### src/rtl/seq_mult_param_pkg.sv
// mult_pkg: operand-mode encodings and FSM state type for seq_mult_param
package mult_pkg;
  typedef enum logic [1:0] {
    MODE_UU  = 2'b00,
    MODE_SS  = 2'b01,
    MODE_SU  = 2'b10,
    MODE_RSV = 2'b11
  } mode_t;
  typedef enum logic [1:0] {S_IDLE, S_CALC, S_FIX} state_t;
endpackage

### src/rtl/seq_mult_param_fulladder_n.sv
// fulladder_n: N-bit ripple-carry adder
//   a, b : N-bit addends    cin  : carry in
//   sum  : N-bit sum        cout : carry out
module fulladder_n #(
  parameter int N = 32
) (
  input  logic [N-1:0] a,
  input  logic [N-1:0] b,
  input  logic         cin,
  output logic [N-1:0] sum,
  output logic         cout
);
  logic [N:0] c;
  assign c[0] = cin;
  for (genvar i = 0; i < N; i++) begin : g_bit
    assign sum[i]   = a[i] ^ b[i] ^ c[i];
    assign c[i+1]   = (a[i] & b[i]) | (c[i] & (a[i] ^ b[i]));
  end
  assign cout = c[N];
endmodule

### src/rtl/seq_mult_param.sv
// seq_mult_param: iterative shift-add multiplier, WIDTH x WIDTH -> 2*WIDTH, with start/busy/done handshake
//   clk, rst_n (async active-low) | start, mode[1:0], a, b : request
//   busy, done, higher, lower : status and registered product
//   SEQ_MULT_ZERO_BYPASS_EN : zero operand skips the iteration phase
module seq_mult_param
  import mult_pkg::*;
#(
  parameter int WIDTH = 32,
  parameter int CNT_W = $clog2(WIDTH)
) (
  input  logic             clk,
  input  logic             rst_n,
  input  logic             start,
  input  logic [1:0]       mode,
  input  logic [WIDTH-1:0] a,
  input  logic [WIDTH-1:0] b,
  output logic             busy,
  output logic             done,
  output logic [WIDTH-1:0] lower,
  output logic [WIDTH-1:0] higher
);
  state_t state, state_nx;
  mode_t m;
  logic [WIDTH-1:0] mcand, mplier, acc, sum, addend, mag_a, mag_b;
  logic [CNT_W-1:0] count;
  logic [2*WIDTH-1:0] prod;
  logic neg, carry, sgn_a, sgn_b, byp, last;
  assign m     = mode_t'(mode);
  assign sgn_a = (m == MODE_SS || m == MODE_SU) && a[WIDTH-1];
  assign sgn_b = m == MODE_SS && b[WIDTH-1];
  // unsigned WIDTH-bit magnitude: -(-2^(WIDTH-1)) wraps to 2^(WIDTH-1), which is exact
  assign mag_a = sgn_a ? -a : a;
  assign mag_b = sgn_b ? -b : b;
  assign last  = count == CNT_W'(WIDTH - 1);
`ifdef SEQ_MULT_ZERO_BYPASS_EN
  assign byp = a == '0 || b == '0;
`else
  assign byp = 1'b0;
`endif
  assign addend = mplier[0] ? mcand : '0;
  fulladder_n #(.N(WIDTH)) u_add (
    .a   (acc),
    .b   (addend),
    .cin (1'b0),
    .sum (sum),
    .cout(carry)
  );
  assign prod = neg ? -{acc, mplier} : {acc, mplier};
  always_comb begin
    state_nx = state;
    state_nx = state == S_IDLE ? (start ? (byp ? S_FIX : S_CALC) : S_IDLE) :
               state == S_CALC ? (last ? S_FIX : S_CALC) : S_IDLE;
  end
  always_ff @(posedge clk or negedge rst_n)
    if (!rst_n) state <= S_IDLE;
    else state <= state_nx;
  always_ff @(posedge clk or negedge rst_n)
    if (!rst_n) begin
      busy   <= 1'b0;
      done   <= 1'b0;
      lower  <= '0;
      higher <= '0;
      mcand  <= '0;
      mplier <= '0;
      acc    <= '0;
      count  <= '0;
      neg    <= 1'b0;
    end else begin
      done <= state == S_FIX;
      // stays high through the done cycle; a start in that cycle keeps it high
      busy <= state == S_IDLE ? start : 1'b1;
      if (state == S_IDLE && start) begin
        mcand  <= mag_a;
        mplier <= byp ? '0 : mag_b;
        neg    <= !byp && (sgn_a ^ sgn_b);
        acc    <= '0;
        count  <= '0;
      end else if (state == S_CALC) begin
        {acc, mplier} <= {carry, sum, mplier[WIDTH-1:1]};
        count         <= count + CNT_W'(1);
      end else if (state == S_FIX) begin
        {higher, lower} <= prod;
      end
    end
endmodule
### config.mk
export PLATFORM = sky130hd
export DESIGN_NAME = seq_mult_param
export DESIGN_NICKNAME = d
export VERILOG_FILES = /design/src/rtl/seq_mult_param_pkg.sv /design/src/rtl/seq_mult_param_fulladder_n.sv /design/src/rtl/seq_mult_param.sv
export SDC_FILE = /design/constraint.sdc
export NUM_CORES = 1
export LEC_CHECK = 0
export BUFFER_PORTS_ARGS = -buffer_cell sky130_fd_sc_hd__buf_2
export CAP_MARGIN = 20
export CELL_PAD_IN_SITES_DETAIL_PLACEMENT = 0
export CELL_PAD_IN_SITES_GLOBAL_PLACEMENT = 1
export CORE_ASPECT_RATIO = 0.75
export CORE_MARGIN = 5
export CORE_UTILIZATION = 25
export CTS_CLUSTER_DIAMETER = 40
export DETAILED_ROUTE_END_ITERATION = 12
export MAX_ROUTING_LAYER = met4
export PLACE_DENSITY_LB_ADDON = 0.1
export SYNTH_ARGS = -nofsm -noshare
export SYNTH_HDL_FRONTEND = slang
export SYNTH_SLANG_ARGS = --single-unit
### constraint.sdc
create_clock -name clk -period 24.7 [get_ports clk]
set_input_delay 1.235 -clock clk [delete_from_list [all_inputs] [get_ports clk]]
set_output_delay 1.235 -clock clk [all_outputs]
set_load 0.005 [all_outputs]
; ---- Word level (Yosys, flattened, before mapping)
; Index checks and enable logic that the tools add are counted.
[totals]
register_bits = 170
in_bits = 69
elab_cells = 201
[op_classes]
n_addsub = 4
eq_ne = 5
n_mux = 15
bitwise = 160
reduce_logical = 7
[ops]
columns = op, n
row1 = two-way mux 32 bit, 7
row2 = two-way mux 64 bit, 1
row3 = negator 32 bit, 2
row4 = negator 64 bit, 1
row5 = bitwise XOR 1 bit, 64
row6 = AND 1 bit, 63
row7 = OR 1 bit, 31
row8 = two-way mux 5 bit, 2
row9 = two-way mux 2 bit, 3
row10 = adder 5 x 1 -> 5 bit (second input constant), 1
row11 = == test 5 bit (second input constant), 1
row12 = == test 2 x 1 -> 1 bit (second input constant), 2
row13 = == test 2 bit (second input constant), 2
row14 = logical AND 1 bit, 3
row15 = AND reduction 3 bit, 1
row16 = zero test 2 bit, 1
row17 = two-way mux 1 bit, 2
row18 = inverter 1 bit, 2
row19 = nonzero test 2 bit, 1
row20 = logical OR 1 bit, 1

; ---- Depth between registers and ports, before layout
; Gate-level depths: netlist of the first run.
[depth]
ltp_word = 66
depth_mapped = 38
depth_no_buf = 37

; ---- Hierarchy
; From an unflattened synthesis of the first run, not the netlist that was laid out.
[hier_totals]
hier_cells = 1167
area_unflattened_um2 = 10156.0
[modules_own_cells]
columns = mod, instances, cells_per_inst, area_per_inst_um2, seq_area_each_um2
row1 = seq_mult_param, 1, 1125, 9477.8, 4254.1
row2 = fulladder_n, 1, 42, 678.2, 0.0

; ---- Least setup slack after synthesis of the first run
; No wires, ideal clock.
[synth_timing]
kind = register -> register
from = reg mplier[0]
to = reg acc[30]
t_arrival_ns = 12.697
setup_slack_ns = 11.872
path_stages_with_launch = 38
n_path_buf = 2
period_less_slack_ns = 12.828
path_cell_list = dfrtp_1 clkbuf_1 clkbuf_1 nand2_1 fa_1 fa_1 fa_1 fa_1 fa_1 fa_1 fa_1 fa_1 fa_1 fa_1 fa_1 fa_1 fa_1 fa_1 (+2 left out) fa_1 fa_1 fa_1 fa_1 fa_1 fa_1 fa_1 fa_1 fa_1 fa_1 fa_1 fa_1 fa_1 inv_1 fa_1 inv_1 fa_1 o21ai_1
[synth_via]
elab_chain_len = 65
[synth_rtl]
columns = item, line_no
row1 = "start, declared", seq_mult_param.sv:24  ; logic [WIDTH-1:0] mcand, mplier, acc, sum, addend, mag_a, mag_b;
row2 = "start signal, assigned", seq_mult_param.sv:74  ; mplier <= byp ? '0 : mag_b;
row3 = "start signal, assigned", seq_mult_param.sv:79  ; {acc, mplier} <= {carry, sum, mplier[WIDTH-1:1]};
row4 = two-way mux 32 bit *, seq_mult_param.sv:40  ; assign addend = mplier[0] ? mcand : '0;
row5 = AND 1 bit / bitwise XOR 1 bit (equally long branches), seq_mult_param_fulladder_n.sv:17  ; assign c[i+1] = (a[i] & b[i]) | (c[i] & (a[i] ^ b[i]));
row6 = AND 1 bit, seq_mult_param_fulladder_n.sv:17
row7 = OR 1 bit, seq_mult_param_fulladder_n.sv:17
row8 = AND 1 bit, seq_mult_param_fulladder_n.sv:17
row9 = OR 1 bit, seq_mult_param_fulladder_n.sv:17
row10 = AND 1 bit, seq_mult_param_fulladder_n.sv:17
row11 = OR 1 bit, seq_mult_param_fulladder_n.sv:17
row12 = (+49 left out), n/a
row13 = OR 1 bit, seq_mult_param_fulladder_n.sv:17
row14 = AND 1 bit, seq_mult_param_fulladder_n.sv:17
row15 = OR 1 bit, seq_mult_param_fulladder_n.sv:17
row16 = AND 1 bit, seq_mult_param_fulladder_n.sv:17
row17 = OR 1 bit, seq_mult_param_fulladder_n.sv:17
row18 = bitwise XOR 1 bit *, seq_mult_param_fulladder_n.sv:16  ; assign sum[i] = a[i] ^ b[i] ^ c[i];
row19 = two-way mux 32 bit *, seq_mult_param.sv:78  ; end else if (state == S_CALC) begin
row20 = two-way mux 32 bit *, seq_mult_param.sv:72  ; if (state == S_IDLE && start) begin
row21 = "end signal, assigned", seq_mult_param.sv:79
row22 = "end, declared", seq_mult_param.sv:24
; Mark *: on every way between the ends. The rest lies on a longest branch, timed or not. The select of a mux whose other input is x is not followed.
; A chain may end at the register's enable or synchronous reset.

; ---- Worst setup path in the final report of the first run
; Same ends and word-level chain as after synthesis.

==> results_dict.tcl, run 1 <==
set metrics [dict create \
    ir_worst_vdd_uv 49.1 \
    grt_antenna_before_repair 3 \
    min_path_type "reg2reg" \
    place.gp.congestion 0.794 \
    clock-sinks 170 \
    dp_hpwl_um 25500 \
    tightest_slew_ps 1030 \
    cp_max_fo 3 \
    dieArea_sq_um 44400 \
    fillers 4280 \
    utilization_pct 29.8 \
    status "complete, no violations" \
    crit_required_ps 24990 \
    fin_worst_skew_ps 10.3 \
    cpMaxStageDelayCell "fa_1" \
    wire_per_inst_um 18.8 \
    hold_viol_final 0 \
    wirelength_um 33400 \
    avgViaCountPerCell 4.61 \
    syn_avg_cell_area_sq_um 8.75 \
    fp.coreArea_sq_um 39600 \
    root_buffer "clkbuf_16" \
    relSlewSlack_pct 31.1 \
    critical_path_class "reg2reg" \
    syn_inst 1149 \
    drc 0 \
    post_cts_buffers 0 \
    finalSetupTns_ps 0 \
    worstSkewPairLatency_ps 440 \
    grt_usage_pct 15.5 \
    dr.pass1.iters 5 \
    ys_seq_area_share_pct 42.3 \
    die_h_um 184 \
    cp-end-kind "register" \
    setup_viol_count_final 0 \
    ys_types 46 \
    numPortBuffers 134 \
    cpPeakStageDelay_ps 470 \
    yosysWarnings 0 \
    post-route-period-util_pct 52.3 \
    grt_pass1_vias 8176 \
    seqCellArea_sq_um 4260 \
    cts.clk_slew.worst_paths_ps 70 \
    cts_tree "done" \
    cpMostUsedCell "fa_1" \
    crit_family "adder cells" \
    grt_overflow_total 0 \
    dr.first_iter.drc_count 479 \
    critPathArrivalTime_ps 13210 \
    clockBufferDepth 2 \
    slew_viol_final 0 \
    synth-edff-count 0 \
    max_freq_mhz 77.4 \
    floorplan.initialDensity_pct 25.4 \
    grt_max_degree 100 \
    cp_num_buf_inv 3 \
    htreeDepth 4 \
    synth_nets 1256 \
    startpoint_type "register" \
    cts_hold_buffers 0 \
    ant_nets 0 \
    grt_pass1_wl_um 51900 \
    synth-seq-cells 170 \
    synthArstFlopShare_pct 100 \
    final_nets 1345 \
    powerDensity_nw_per_um2 116 \
    cts_repair_resize_count 0 \
    drive_gt1_share_pct 15.3 \
    fin_crit_ps 12910 \
    ios 135 \
    synth_top_flop_cell "dfrtp_1" \
    cap_violations 0 \
    numCtsBuffers 17 \
    die_w_um 242 \
    route.vias.total 8176 \
    rsz0062_at_grt "no" \
    syn_to_final_growth_pct 17.4 \
    syn_area_sq_um 10100 \
    multi_input_comb_area_sq_um 5390 \
    num_rows 63 \
    p_leak_nw 4.83 \
]
[cells by family (layout without fill, tap and decap cells)]
kind of cell / count (synthesis) / in the layout / share of synthesized area, %
flip-flops: 170 / 170 / 42.3
adder cells (fa/ha/maj): 38 / 38 / 7.04
buffers and inverters: 115 / 217 / 4.32
AO/OA/AOI/OAI: 279 / 279 / 16.3
AND/OR/NAND/NOR: 425 / 425 / 19.4
multiplexers: 1 / 1 / 0.0996
XOR/XNOR: 121 / 121 / 10.5
other: 0 / 4 / 0
[worst min-delay path, stage by stage (launching register included)]
cell and delay, ps:
dfrtp_1 340, nand2_1 50, o21ai_1 60
[power by group]
| part | internal (W) | switching, W | total (W) |
|---|---|---|---|
| Sequential | 0.000382 | 0.000118 | 0.000500 |
| Combinational | 0.000234 | 0.000356 | 0.000590 |
| Clock | 0.000155 | 0.000124 | 0.000279 |
| Total | 0.000771 | 0.000598 | 0.00137 |
[metrics by stage]
stage          instances  area (sq um)  power (W)  worst slack, ps  hold WS (ps)
2_1_floorplan       1149         10100   0.000882            11870           447
3_3_place_gp        1739         11200    0.00110            11760           459
3_5_place_dp        1739         11200    0.00110            11770           466
4_1_cts             1771         11800    0.00139            11750           483
5_1_grt             1774         11800    0.00149            11290           498
6_report            1775         11800    0.00137            11790           475
[final timing paths]
check / endpoint / startpoint / depth (start not counted) / slack (ps)
max: acc[30]$_DFFE_PN0P_ / mplier[0]$_DFFE_PN0P_ / 37 / 11790
min: higher[25]$_DFFE_PN0P_ / higher[25]$_DFFE_PN0P_ / 2 / 480
max reg2reg: acc[30]$_DFFE_PN0P_ / mplier[0]$_DFFE_PN0P_ / 37 / 11790
min reg2reg: higher[25]$_DFFE_PN0P_ / higher[25]$_DFFE_PN0P_ / 2 / 480
max in group asynchronous: higher[25]$_DFFE_PN0P_ / rst_n / 2 / 22710
min in group asynchronous: mplier[4]$_DFFE_PN0P_ / rst_n / 1 / 700
[cell usage after synthesis (7+ instances only)]
master | instances | area [sq um]
xnor2_1 | 74 | 648
nand2_1 | 221 | 830
inv_1 | 40 | 150
nand2b_1 | 7 | 43.8
a31oi_1 | 29 | 181
nand3_1 | 44 | 220
fa_1 | 31 | 621
clkbuf_1 | 69 | 259
o31ai_1 | 35 | 263
or4_1 | 20 | 150
nor4_1 | 11 | 68.8
o21ai_0 | 38 | 190
o21ai_1 | 129 | 646
or3_1 | 8 | 50.1
xor2_1 | 47 | 412
o41ai_1 | 18 | 158
a21oi_1 | 20 | 100
nor3_1 | 18 | 90.1
dfrtp_1 | 170 | 4250
nand4_1 | 10 | 62.6
ha_1 | 7 | 87.6
and3_1 | 8 | 50.1
nor2_1 | 53 | 199
[final cells by class]
type                       instances  area share (%)
tap                              520            5.51
multi-input combinational        864            45.6
inverter                          41            1.30
timing repair buffer             144            6.37
sequential                       170            36.1
clock buffer                      19            3.84
antenna                            4          0.0848
clock inverter                    13            1.20
[placed cells by master, fill, tap and decap left out, drive strengths merged, types with 7 or more instances in the layout]
master	netlist	routed
nand2	221	221
dfrtp	170	170
o21ai	168	168
buf	5	144
xnor2	74	74
nor2	53	53
xor2	47	47
nand3	44	44
inv	41	43
o31ai	35	35
fa	31	31
a31oi	29	29
or4	23	23
a21oi	20	20
nor3	20	20
o41ai	20	20
clkbuf	69	19
nor4	11	11
nand4	10	10
and3	8	8
or3	8	8
ha	7	7
nand2b	7	7
[flip-flops by register name, indices dropped and copies added (netlist names)]
name    cells
acc        32
higher     32
lower      32
mcand      32
mplier     32
count       5
state       2
busy        1
done        1
neg         1
[per-layer routing]
layer / track usage, % / wire length (um)
met5: - / 0
met4: 3.33 / 371
met2: 19.6 / 12600
met3: 2.37 / 1090
met1: 25.4 / 19400
No activity file was read; power rests on OpenSTA's default activity.
==> run 2, diff against run 1 <==
clock period = 12.05 ns   (was 24.7 ns; I/O delays follow)
==> run 2 against run 1 <==
Net effect:
- clock power rose by 120%
- maximum frequency rose by 11%
- clock-buffer cell count did not move
- cell area rose by 1.6%
- core utilization rose by 0.48 points
- flip-flop and latch count did not move
- largest power group unchanged
==> results_dict.tcl, run 2 (synthesized netlist as in run 1, its figures left out) <==
set metrics [dict create \
    numCtsBuffers 17 \
    status "complete, no violations" \
    final_common_cell "nand2_1" \
    r2r_end "acc[30]$_DFFE_PN0P_" \
    rsz0062_at_grt "no" \
    drive_gt1_share_pct 18.0 \
    min_path_type "in2async" \
    critical_path_class "reg2reg" \
    max_freq_mhz 85.8 \
    final_nets 1353 \
    post-route-period-util_pct 96.7 \
    die_h_um 184 \
    powerDensity_nw_per_um2 240 \
    cp_max_fo 2 \
    seqCellArea_sq_um 4260 \
    dp_slack_ps -167 \
    syn_to_final_growth_pct 19.3 \
    grt_pass1_vias 8223 \
    fin_crit_ps 11650 \
    num_rows 63 \
    floorplan.initialDensity_pct 25.4 \
    drc 0 \
    wire_per_inst_um 18.8 \
    avgViaCountPerCell 4.65 \
    grt_pass1_wl_um 52400 \
    clockBufferDepth 2 \
    r2r_start "mplier[0]$_DFFE_PN0P_" \
    cts_hold_buffers 0 \
    grt_usage_pct 15.6 \
    die_w_um 242 \
    mostFrequentLayoutCells "220 x nand2_1, 169 x dfrtp_1, 133 x buf_2" \
    critPathArrivalTime_ps 11950 \
    cpMaxStageDelayCell "fa_1" \
    grt_antenna_before_repair 4 \
    fp.coreArea_sq_um 39600 \
    cpMostUsedCell "fa_2" \
    worstSkewPairLatency_ps 440 \
    place.gp.congestion 0.817 \
    grt_max_degree 100 \
    wirelength_um 33500 \
    root_buffer "clkbuf_16" \
    startpoint_type "register" \
    cap_violations 0 \
    cts_tree "done" \
    fin_worst_skew_ps 10.8 \
    grt_overflow_total 0 \
    ir_worst_vdd_uv 100 \
    crit_start "mplier[0]$_DFFE_PN0P_" \
    ant_nets 0 \
    reg2regPathDepth 37 \
    fin_ws_ps 400 \
    p_leak_nw 4.89 \
    dieArea_sq_um 44400 \
    dr.first_iter.drc_count 428 \
    holdWs_ps 55.7 \
    slew_viol_final 0 \
    cp-end-kind "register" \
    htreeDepth 4 \
    ios 135 \
    r2r_slack_ps 400 \
    dr.pass1.iters 4 \
    hold_viol_final 0 \
    relSlewSlack_pct 34.3 \
    dp_hpwl_um 25400 \
    crit_required_ps 12350 \
    numPortBuffers 134 \
    multi_input_comb_area_sq_um 5460 \
    tightest_slew_ps 985 \
    cpPeakStageDelay_ps 470 \
    clock-sinks 170 \
    route.vias.total 8291 \
    setup_viol_count_final 0 \
    cts.clk_slew.worst_paths_ps 70 \
    fillers 4252 \
]
[run 2: changes by cell type in the layout (fill, tap and decap cells not counted)]
cell / delta
clkinvlp_4: +1
clkinv_2: -2
fa_1: -28
buf_16: +1
inv_6: +1
clkbuf_1: +1
clkinv_4: -2
bufinv_16: +2
fa_2: +28
clkbuf_8: -1
buf_4: +7
[run 2: critical path, delay by kind of cell, from the launching register on]
kind | cells | cell delay, ps
adders and majority gates | 32 | 10790
DFF | 1 | 350
buffers and inverters | 3 | 170
and+or+nand+nor | 1 | 130
AOI/OAI and AO/OA | 1 | 70
[run 2: cell type report]
cell class | count | share of cell area, %
diodes | 4 | 0.0835
repair buffers | 152 | 6.94
well taps | 520 | 5.43
multi-input cells | 864 | 45.5
clock inverters | 13 | 1.59
clock buffers | 19 | 3.69
inverters | 41 | 1.28
flip-flops and latches | 170 | 35.5
[run 2: metal layers]
metal	GRT usage, %	vias up	part of all wire [%]
met1	25.8	3974	58
met2	18.8	133	38
li1	-	4169	-
met4	3.29	0	0.73
met3	3.10	15	3.4
met5	-	-	0
[run 2: repair_timing]
action                     CTS  global route
buffers inserted             0             1
pin swaps                    0             0
setup endpoints to repair    2             3
resized for setup            5             8
[run 2: through the flow]
step / instance area [sq um] / setup TNS (ps) / total power [W] / cells / utilization [%]
6_report: 12000 / 0 / 0.00288 / 1783 / 30.2
5_1_grt: 12000 / 0 / 0.00314 / 1783 / 30.2
4_1_cts: 11900 / 0 / 0.00291 / 1777 / 30.1
3_5_place_dp: 11300 / -203 / 0.00229 / 1745 / 28.5
3_3_place_gp: 11300 / -212 / 0.00229 / 1745 / 28.5
2_1_floorplan: 10100 / 0 / 0.00182 / 1149 / -
[run 2: how the worst max path moves through the flow]
stage                     endpoint  slack [ps]
2_1_floorplan  acc[30]$_DFFE_PN0P_          40
3_3_place_gp   acc[30]$_DFFE_PN0P_        -170
3_5_place_dp   acc[30]$_DFFE_PN0P_        -170
4_1_cts        acc[30]$_DFFE_PN0P_          30
5_1_grt        acc[30]$_DFFE_PN0P_          10
6_report       acc[30]$_DFFE_PN0P_         400
[run 2: power breakdown]
part	internal (W)	switching [W]
Clock	0.000355	0.000252
Sequential	0.000783	0.000234
Combinational	0.000504	0.000753
